## config.mk

```make
export PLATFORM = sky130hd
export DESIGN_NAME = em_pipe_reg
export DESIGN_NICKNAME = d
export VERILOG_FILES = /design/src/rtl/em_pipe_reg.sv
export SDC_FILE = /design/constraint.sdc
export NUM_CORES = 1
export LEC_CHECK = 0
export ABC_AREA = 1
export CAP_MARGIN = 20
export CORE_AREA = 5 5 105 107
export CTS_CLUSTER_DIAMETER = 100
export DETAILED_ROUTE_END_ITERATION = 10
export DIE_AREA = 0 0 110 112
export DONT_BUFFER_PORTS = 1
export GPL_ROUTABILITY_DRIVEN = 0
export PLACE_DENSITY = 0.76
export SLEW_MARGIN = 5
export SYNTH_ARGS = -nofsm -noshare
export SYNTH_HDL_FRONTEND = slang
export SYNTH_SLANG_ARGS = --single-unit
```

## constraint.sdc

```tcl
create_clock -name clk -period 7.5 [get_ports clk]
set_input_delay 0.375 -clock clk [delete_from_list [all_inputs] [get_ports clk]]
set_output_delay 0.375 -clock clk [all_outputs]
set_load 0.03 [all_outputs]
```

## src/rtl/em_pipe_reg.sv

```systemverilog
// E/M pipeline register for the P7 MIPS core: latches E-stage results, merges ALU overflow into ExcCode.
// Optional build macro EM_PERF_CNT_EN adds retire/bubble performance counters.
module em_pipe_reg #(
    parameter logic [31:0] HANDLER_PC = 32'h0000_4180,
    parameter logic [4:0]  EXC_OV     = 5'd12,
    parameter logic [4:0]  EXC_ADEL   = 5'd4,
    parameter logic [4:0]  EXC_ADES   = 5'd5
) (
    input  logic        clk,
    input  logic        reset,
    input  logic        req,
    input  logic        stall,
    input  logic        flush,
    input  logic [31:0] E_pc,
    input  logic [31:0] E_instr,
    input  logic [31:0] E_alu_out,
    input  logic [31:0] E_rt_data,
    input  logic        E_bd,
    input  logic [4:0]  E_exc_in,
    input  logic [1:0]  E_cal_op,
    input  logic        E_ari_ov,
    input  logic        E_dm_ov,
    output logic [31:0] M_pc,
    output logic [31:0] M_instr,
    output logic [31:0] M_alu_out,
    output logic [31:0] M_rt_data,
    output logic        M_bd,
    output logic [4:0]  M_exc_code,
    output logic        M_valid
`ifdef EM_PERF_CNT_EN
    ,
    output logic [31:0] perf_retire,
    output logic [31:0] perf_bubble
`endif
);

    localparam logic [1:0] OP_ARITH = 2'b01;
    localparam logic [1:0] OP_LOAD  = 2'b10;
    localparam logic [1:0] OP_STORE = 2'b11;

    logic [31:0] pc_q, pc_d;
    logic [31:0] instr_q, instr_d;
    logic [31:0] alu_q, alu_d;
    logic [31:0] rt_q, rt_d;
    logic        bd_q, bd_d;
    logic [4:0]  exc_q, exc_d;
    logic        valid_q, valid_d;
    logic [4:0]  excMerged;
    logic        doLoad;
    logic        doBubble;

    // An exception raised earlier in the pipe outranks anything the ALU reports.
    always_comb begin
        excMerged = 5'd0;
        if (E_exc_in != 5'd0) begin
            excMerged = E_exc_in;
        end else if (E_cal_op == OP_ARITH && E_ari_ov) begin
            excMerged = EXC_OV;
        end else if (E_cal_op == OP_LOAD && E_dm_ov) begin
            excMerged = EXC_ADEL;
        end else if (E_cal_op == OP_STORE && E_dm_ov) begin
            excMerged = EXC_ADES;
        end
    end

    assign doLoad   = !req && !stall && !flush;
    assign doBubble = req || (!stall && flush);

    always_comb begin
        pc_d    = pc_q;
        instr_d = instr_q;
        alu_d   = alu_q;
        rt_d    = rt_q;
        bd_d    = bd_q;
        exc_d   = exc_q;
        valid_d = valid_q;
        if (req) begin
            pc_d    = HANDLER_PC;
            instr_d = 32'd0;
            alu_d   = 32'd0;
            rt_d    = 32'd0;
            bd_d    = 1'b0;
            exc_d   = 5'd0;
            valid_d = 1'b0;
        end else if (stall) begin
            valid_d = valid_q;
        end else if (flush) begin
            // PC and BD survive the bubble so an interrupt taken here still reports a correct EPC.
            pc_d    = E_pc;
            instr_d = 32'd0;
            alu_d   = 32'd0;
            rt_d    = 32'd0;
            bd_d    = E_bd;
            exc_d   = 5'd0;
            valid_d = 1'b0;
        end else begin
            pc_d    = E_pc;
            instr_d = E_instr;
            alu_d   = E_alu_out;
            rt_d    = E_rt_data;
            bd_d    = E_bd;
            exc_d   = excMerged;
            valid_d = 1'b1;
        end
    end

    always_ff @(posedge clk or posedge reset) begin
        if (reset) begin
            pc_q    <= 32'd0;
            instr_q <= 32'd0;
            alu_q   <= 32'd0;
            rt_q    <= 32'd0;
            bd_q    <= 1'b0;
            exc_q   <= 5'd0;
            valid_q <= 1'b0;
        end else begin
            pc_q    <= pc_d;
            instr_q <= instr_d;
            alu_q   <= alu_d;
            rt_q    <= rt_d;
            bd_q    <= bd_d;
            exc_q   <= exc_d;
            valid_q <= valid_d;
        end
    end

    assign M_pc       = pc_q;
    assign M_instr    = instr_q;
    assign M_alu_out  = alu_q;
    assign M_rt_data  = rt_q;
    assign M_bd       = bd_q;
    assign M_exc_code = exc_q;
    assign M_valid    = valid_q;

`ifdef EM_PERF_CNT_EN
    logic [31:0] retire_q, retire_d;
    logic [31:0] bubble_q, bubble_d;

    // Counters wrap naturally at 32 bits and freeze while the stage is stalled.
    always_comb begin
        retire_d = retire_q;
        bubble_d = bubble_q;
        if (doLoad) begin
            retire_d = retire_q + 32'd1;
        end
        if (doBubble) begin
            bubble_d = bubble_q + 32'd1;
        end
    end

    always_ff @(posedge clk or posedge reset) begin
        if (reset) begin
            retire_q <= 32'd0;
            bubble_q <= 32'd0;
        end else begin
            retire_q <= retire_d;
            bubble_q <= bubble_d;
        end
    end

    assign perf_retire = retire_q;
    assign perf_bubble = bubble_q;
`else
    logic unusedPerf;
    assign unusedPerf = doLoad ^ doBubble;
`endif

endmodule

```

==> results of run 1 <==
-- synth_stat cells, drive strengths merged --
cell / instances / area [um^2]
a22o: 126 / 1100
buf: 22 / 258
clkbuf: 5 / 18.8
dfrtp: 135 / 3380
inv: 11 / 43.8
nand2: 24 / 92.6
nor2: 6 / 46.3
o21ai: 3 / 22.5
o22a: 3 / 26.3
-- kinds of logic after synthesis --
| logic type | share of synthesized area |
|---|---|
| flip-flops | 0.677 |
| AND/OR/NAND/NOR | 0.0278 |
| buffers and inverters | 0.0642 |
| AO/OA/AOI/OAI | 0.231 |
-- stage by stage --
step	util	cell area, um^2	cells	setup slack, ps
after floorplan	-	4990	335	3510
after global placement	0.489	4910	447	5080
after detailed placement	0.489	4910	447	4970
==> impl_metrics.py, run 1 <==
metrics = {
    "cts": {
        "numClockSinks": 135,
        "clock-root-buffer": "clkbuf_8",
        "cts_made_buffers": 17,
        "postCtsSetupBuffers": 0,
        "cts_hold_buf": 101,
        "htree_levels": 4,
        "cts_buffer_depth": 2,
        "cts_resized": 0,
    },
    "place": {
        "dp_hpwl_mm": 8.65,
        "port_buffers": 0,
    },
    "synthesis": {
        "synth.distinct_cells": 19,
        "yosysSeqAreaShare": 0.677,
        "postSynthCellCount": 335,
        "syn-num-nets": 478,
        "ys_warn_count": 0,
        "syn-cell-area_um2": 4990,
        "synth_seq_cells": 135,
        "synth.avg_cell_area_um2": 14.9,
    },
    "die": {
        "initial_core_util": 0.497,
        "rows": 37,
        "die_y_um": 112,
        "num_io_pins": 278,
        "die_x_um": 110,
    },
    "outcome": {
        "tool.error": "[ERROR RSZ-0060] Max buffer count reached.",
        "outcome": "aborted with a tool error",
        "haltStage": "clock tree synthesis",
    },
}
==> run 2, diff against run 1 <==
--- a/config.mk
+++ b/config.mk
@@ -7,13 +7,12 @@
 export LEC_CHECK = 0
 export ABC_AREA = 1
 export CAP_MARGIN = 20
-export CORE_AREA = 5 5 105 107
-export CTS_CLUSTER_DIAMETER = 100
+export CORE_MARGIN = 5
+export CORE_UTILIZATION = 40
 export DETAILED_ROUTE_END_ITERATION = 10
-export DIE_AREA = 0 0 110 112
 export DONT_BUFFER_PORTS = 1
 export GPL_ROUTABILITY_DRIVEN = 0
-export PLACE_DENSITY = 0.76
+export PLACE_DENSITY_LB_ADDON = 0.15
 export SLEW_MARGIN = 5
 export SYNTH_ARGS = -nofsm -noshare
 export SYNTH_HDL_FRONTEND = slang
==> run 2 against run 1 <==
Net effect: the run now ends clean; area after synthesis did not move; synthesized cell count did not move.
==> impl_metrics.py, run 2 <==
metrics = {
    "grt": {
        "antenna_found_initial": 0,
        "grt_usage": 0.158,
        "grt_pass1_vias": 3066,
        "grt_pass1_wl_mm": 17.9,
        "grt_overflow": 0,
        "grt_max_degree": 85,
    },
    "setup_path": {
        "required_ps": 7830,
        "setup.worst_path.start": "req",
        "worstSetupPathType": "input port to register",
        "r2r_start": "M_alu_out[16]",
        "path_cells": "nor2_4 > inv_2 > nor2_8 > buf_4 > a22o_1",
        "cp_slowest_cell": "buf_4",
        "crit_arrival_ps": 2440,
        "worst_setup_path_end_kind": "register",
        "slowest_delay_ps": 730,
        "cp_max_fo": 84,
        "cp-start-kind": "input port",
    },
    "cells_and_area": {
        "fill_cells": 1105,
        "antenna_cells": 0,
        "areaGrowthSynthToFinish_pct": 10.1,
        "drive_gt1_frac": 0.128,
        "final_nets": 474,
        "final_cell_mix": "dfrtp_1 (135), a22o_1 (126), nand2_1 (23)",
        "layout_commonest_cell": "dfrtp_1",
    },
    "die": {
        "die-area_um2": 14800,
        "core_area_um2": 12100,
        "die_x_um": 122,
        "die_y_um": 122,
        "num_io_pins": 278,
        "initial_core_util": 0.412,
        "rows": 40,
    },
    "cts": {
        "cts_made_buffers": 17,
        "htree_levels": 4,
        "numClockSinks": 135,
        "cts_tree": "done",
        "clk_pin_slew_ps": 60,
        "clock-root-buffer": "clkbuf_16",
        "cts_buffer_depth": 2,
        "postCtsSetupBuffers": 0,
        "clock_latency_ps": 400,
    },
    "synthesis": {
        "synthTopCellsByArea": "dfrtp_1 (68%), a22o_1 (22%), buf_8 (2.7%)",
        "synthArstFlopShare": 1.00,
        "synth_top_area_frac": 0.677,
        "yosysTopAreaCell": "dfrtp_1",
        "ys_warn_count": 0,
        "synth_edf_count": 0,
        "yosys.cell_count.top_type": "dfrtp_1",
        "yosys-top-cells-count": "dfrtp_1 (135), a22o_1 (126), nand2_1 (23)",
        "syn-cell-area_um2": 4990,
        "syn-num-nets": 478,
        "synth-main-ff-cell": "dfrtp_1",
        "yosysSeqAreaShare": 0.677,
        "postSynthCellCount": 335,
        "synth_seq_cells": 135,
        "synth.avg_cell_area_um2": 14.9,
        "synth.distinct_cells": 19,
    },
    "route": {
        "wl_per_cell_um": 23.8,
        "wirelength_mm": 12.2,
        "drt_iter0_markers": 90,
        "firstDrtPassIters": 5,
        "drc": 0,
        "viasPerCell": 5.54,
        "num_vias": 2837,
        "antenna_left": 0,
    },
    "pwr": {
        "power.leakage_uw": 0.00267,
        "finalPower_uw": 1660,
        "power_density_nw_per_um2": 302,
        "ir_drop_v": 0.000126,
    },
    "sta": {
        "hold_violations": 0,
        "worst_pin_slew_ps": 885,
        "setup_viol": 0,
        "slew-limit-headroom": 0.410,
        "drv_slew": 0,
        "rsz0062_at_grt": "no",
        "clock_skew_ps": 0,
        "fin_crit_sh": 0.281,
        "fin_setup_tns_ps": 0,
        "fmaxAchievable_mhz": 475,
        "post-route-min-period_ps": 2100,
    },
    "place": {
        "port_buffers": 0,
        "dp_hpwl_mm": 8.50,
    },
    "outcome": {
        "outcome": "finished, final reports clean",
    },
    "flow_run": {
        "cap_violations": 0,
    },
    "hold_path": {
        "min_path_type": "input port to register",
        "min-delay-start": "E_rt_data[14]",
    },
}
## run 2: cell counts after synthesis
No cell type changed its count.
## run 2: critical path: cells and delay by family
kind	cells	cell delay, ps
AND/OR/NAND/NOR	2	830
buffers and inverters	2	920
AO/OA/AOI/OAI	1	250
## run 2: what timing repair did
action / 4_1_cts / 5_1_grt
hold endpoints to repair: 63 / 0
gates resized for setup: 0 / 0
hold buffers: 1 / 0
## run 2: routing by layer
| metal | share of wire | GRT usage | wire length, um | up-vias |
|---|---|---|---|---|
| met3 | 0.13 | 0.0845 | 1550 | 18 |
| li1 | - | - | - | 1244 |
| met5 | 0 | 0 | 0 | - |
| met1 | 0.38 | 0.183 | 4600 | 1390 |
| met2 | 0.48 | 0.246 | 5840 | 185 |
| met4 | 0.018 | 0.0665 | 221 | 0 |
## run 2: path summary, 6_finish.rpt
check	endpoint	slack, ps	cells past startpoint
min in group asynchronous	M_rt_data[2]	520	2
setup / recovery	M_rt_data[28]	5400	5
hold / removal	M_rt_data[14]	100	1
setup reg to reg	M_alu_out[16]	6610	1
hold reg to reg	M_exc_code[3]	710	2
max in group asynchronous	M_rt_data[0]	5640	3
## run 2: cell families (layout without fill, tap and decap cells)
logic type             after synthesis  after routing  synth area share
AOI/OAI and AO/OA                  132            132             0.231
buffers and inverters               38             47            0.0642
DFF                                135            135             0.677
and+or+nand+nor                     30             30            0.0278
## run 2: stage by stage
| step | hold WS (ps) | instances | worst slack, ps | util | area [um^2] |
|---|---|---|---|---|---|
| floorplan | 508 | 335 | 3510 | - | 4990 |
| global placement | 335 | 479 | 5070 | 0.409 | 4950 |
| detailed placement | 347 | 479 | 4970 | 0.409 | 4950 |
| CTS | 76.4 | 512 | 5390 | 0.454 | 5500 |
| global route | 63.4 | 512 | 5220 | 0.454 | 5500 |
| finish | 97.4 | 512 | 5400 | 0.454 | 5500 |
## run 2: where the power goes
group          switching (uW)  internal, uW
logic                    44.3          25.6
registers                87.9           758
clock network             317           424
total                     449          1210
## run 2: layout make-up
| class | count | area [um^2] | share of cell area |
|---|---|---|---|
| tap | 168 | 210 | 0.0383 |
| timing repair buffer | 4 | 32.5 | 0.00592 |
| clock inverter | 14 | 103 | 0.0187 |
| clock buffer | 18 | 429 | 0.0781 |
| inverter | 11 | 51.3 | 0.00934 |
| sequential | 135 | 3380 | 0.615 |
| multi-input combinational | 162 | 1290 | 0.235 |
No activity file was read; power rests on OpenSTA's default activity.
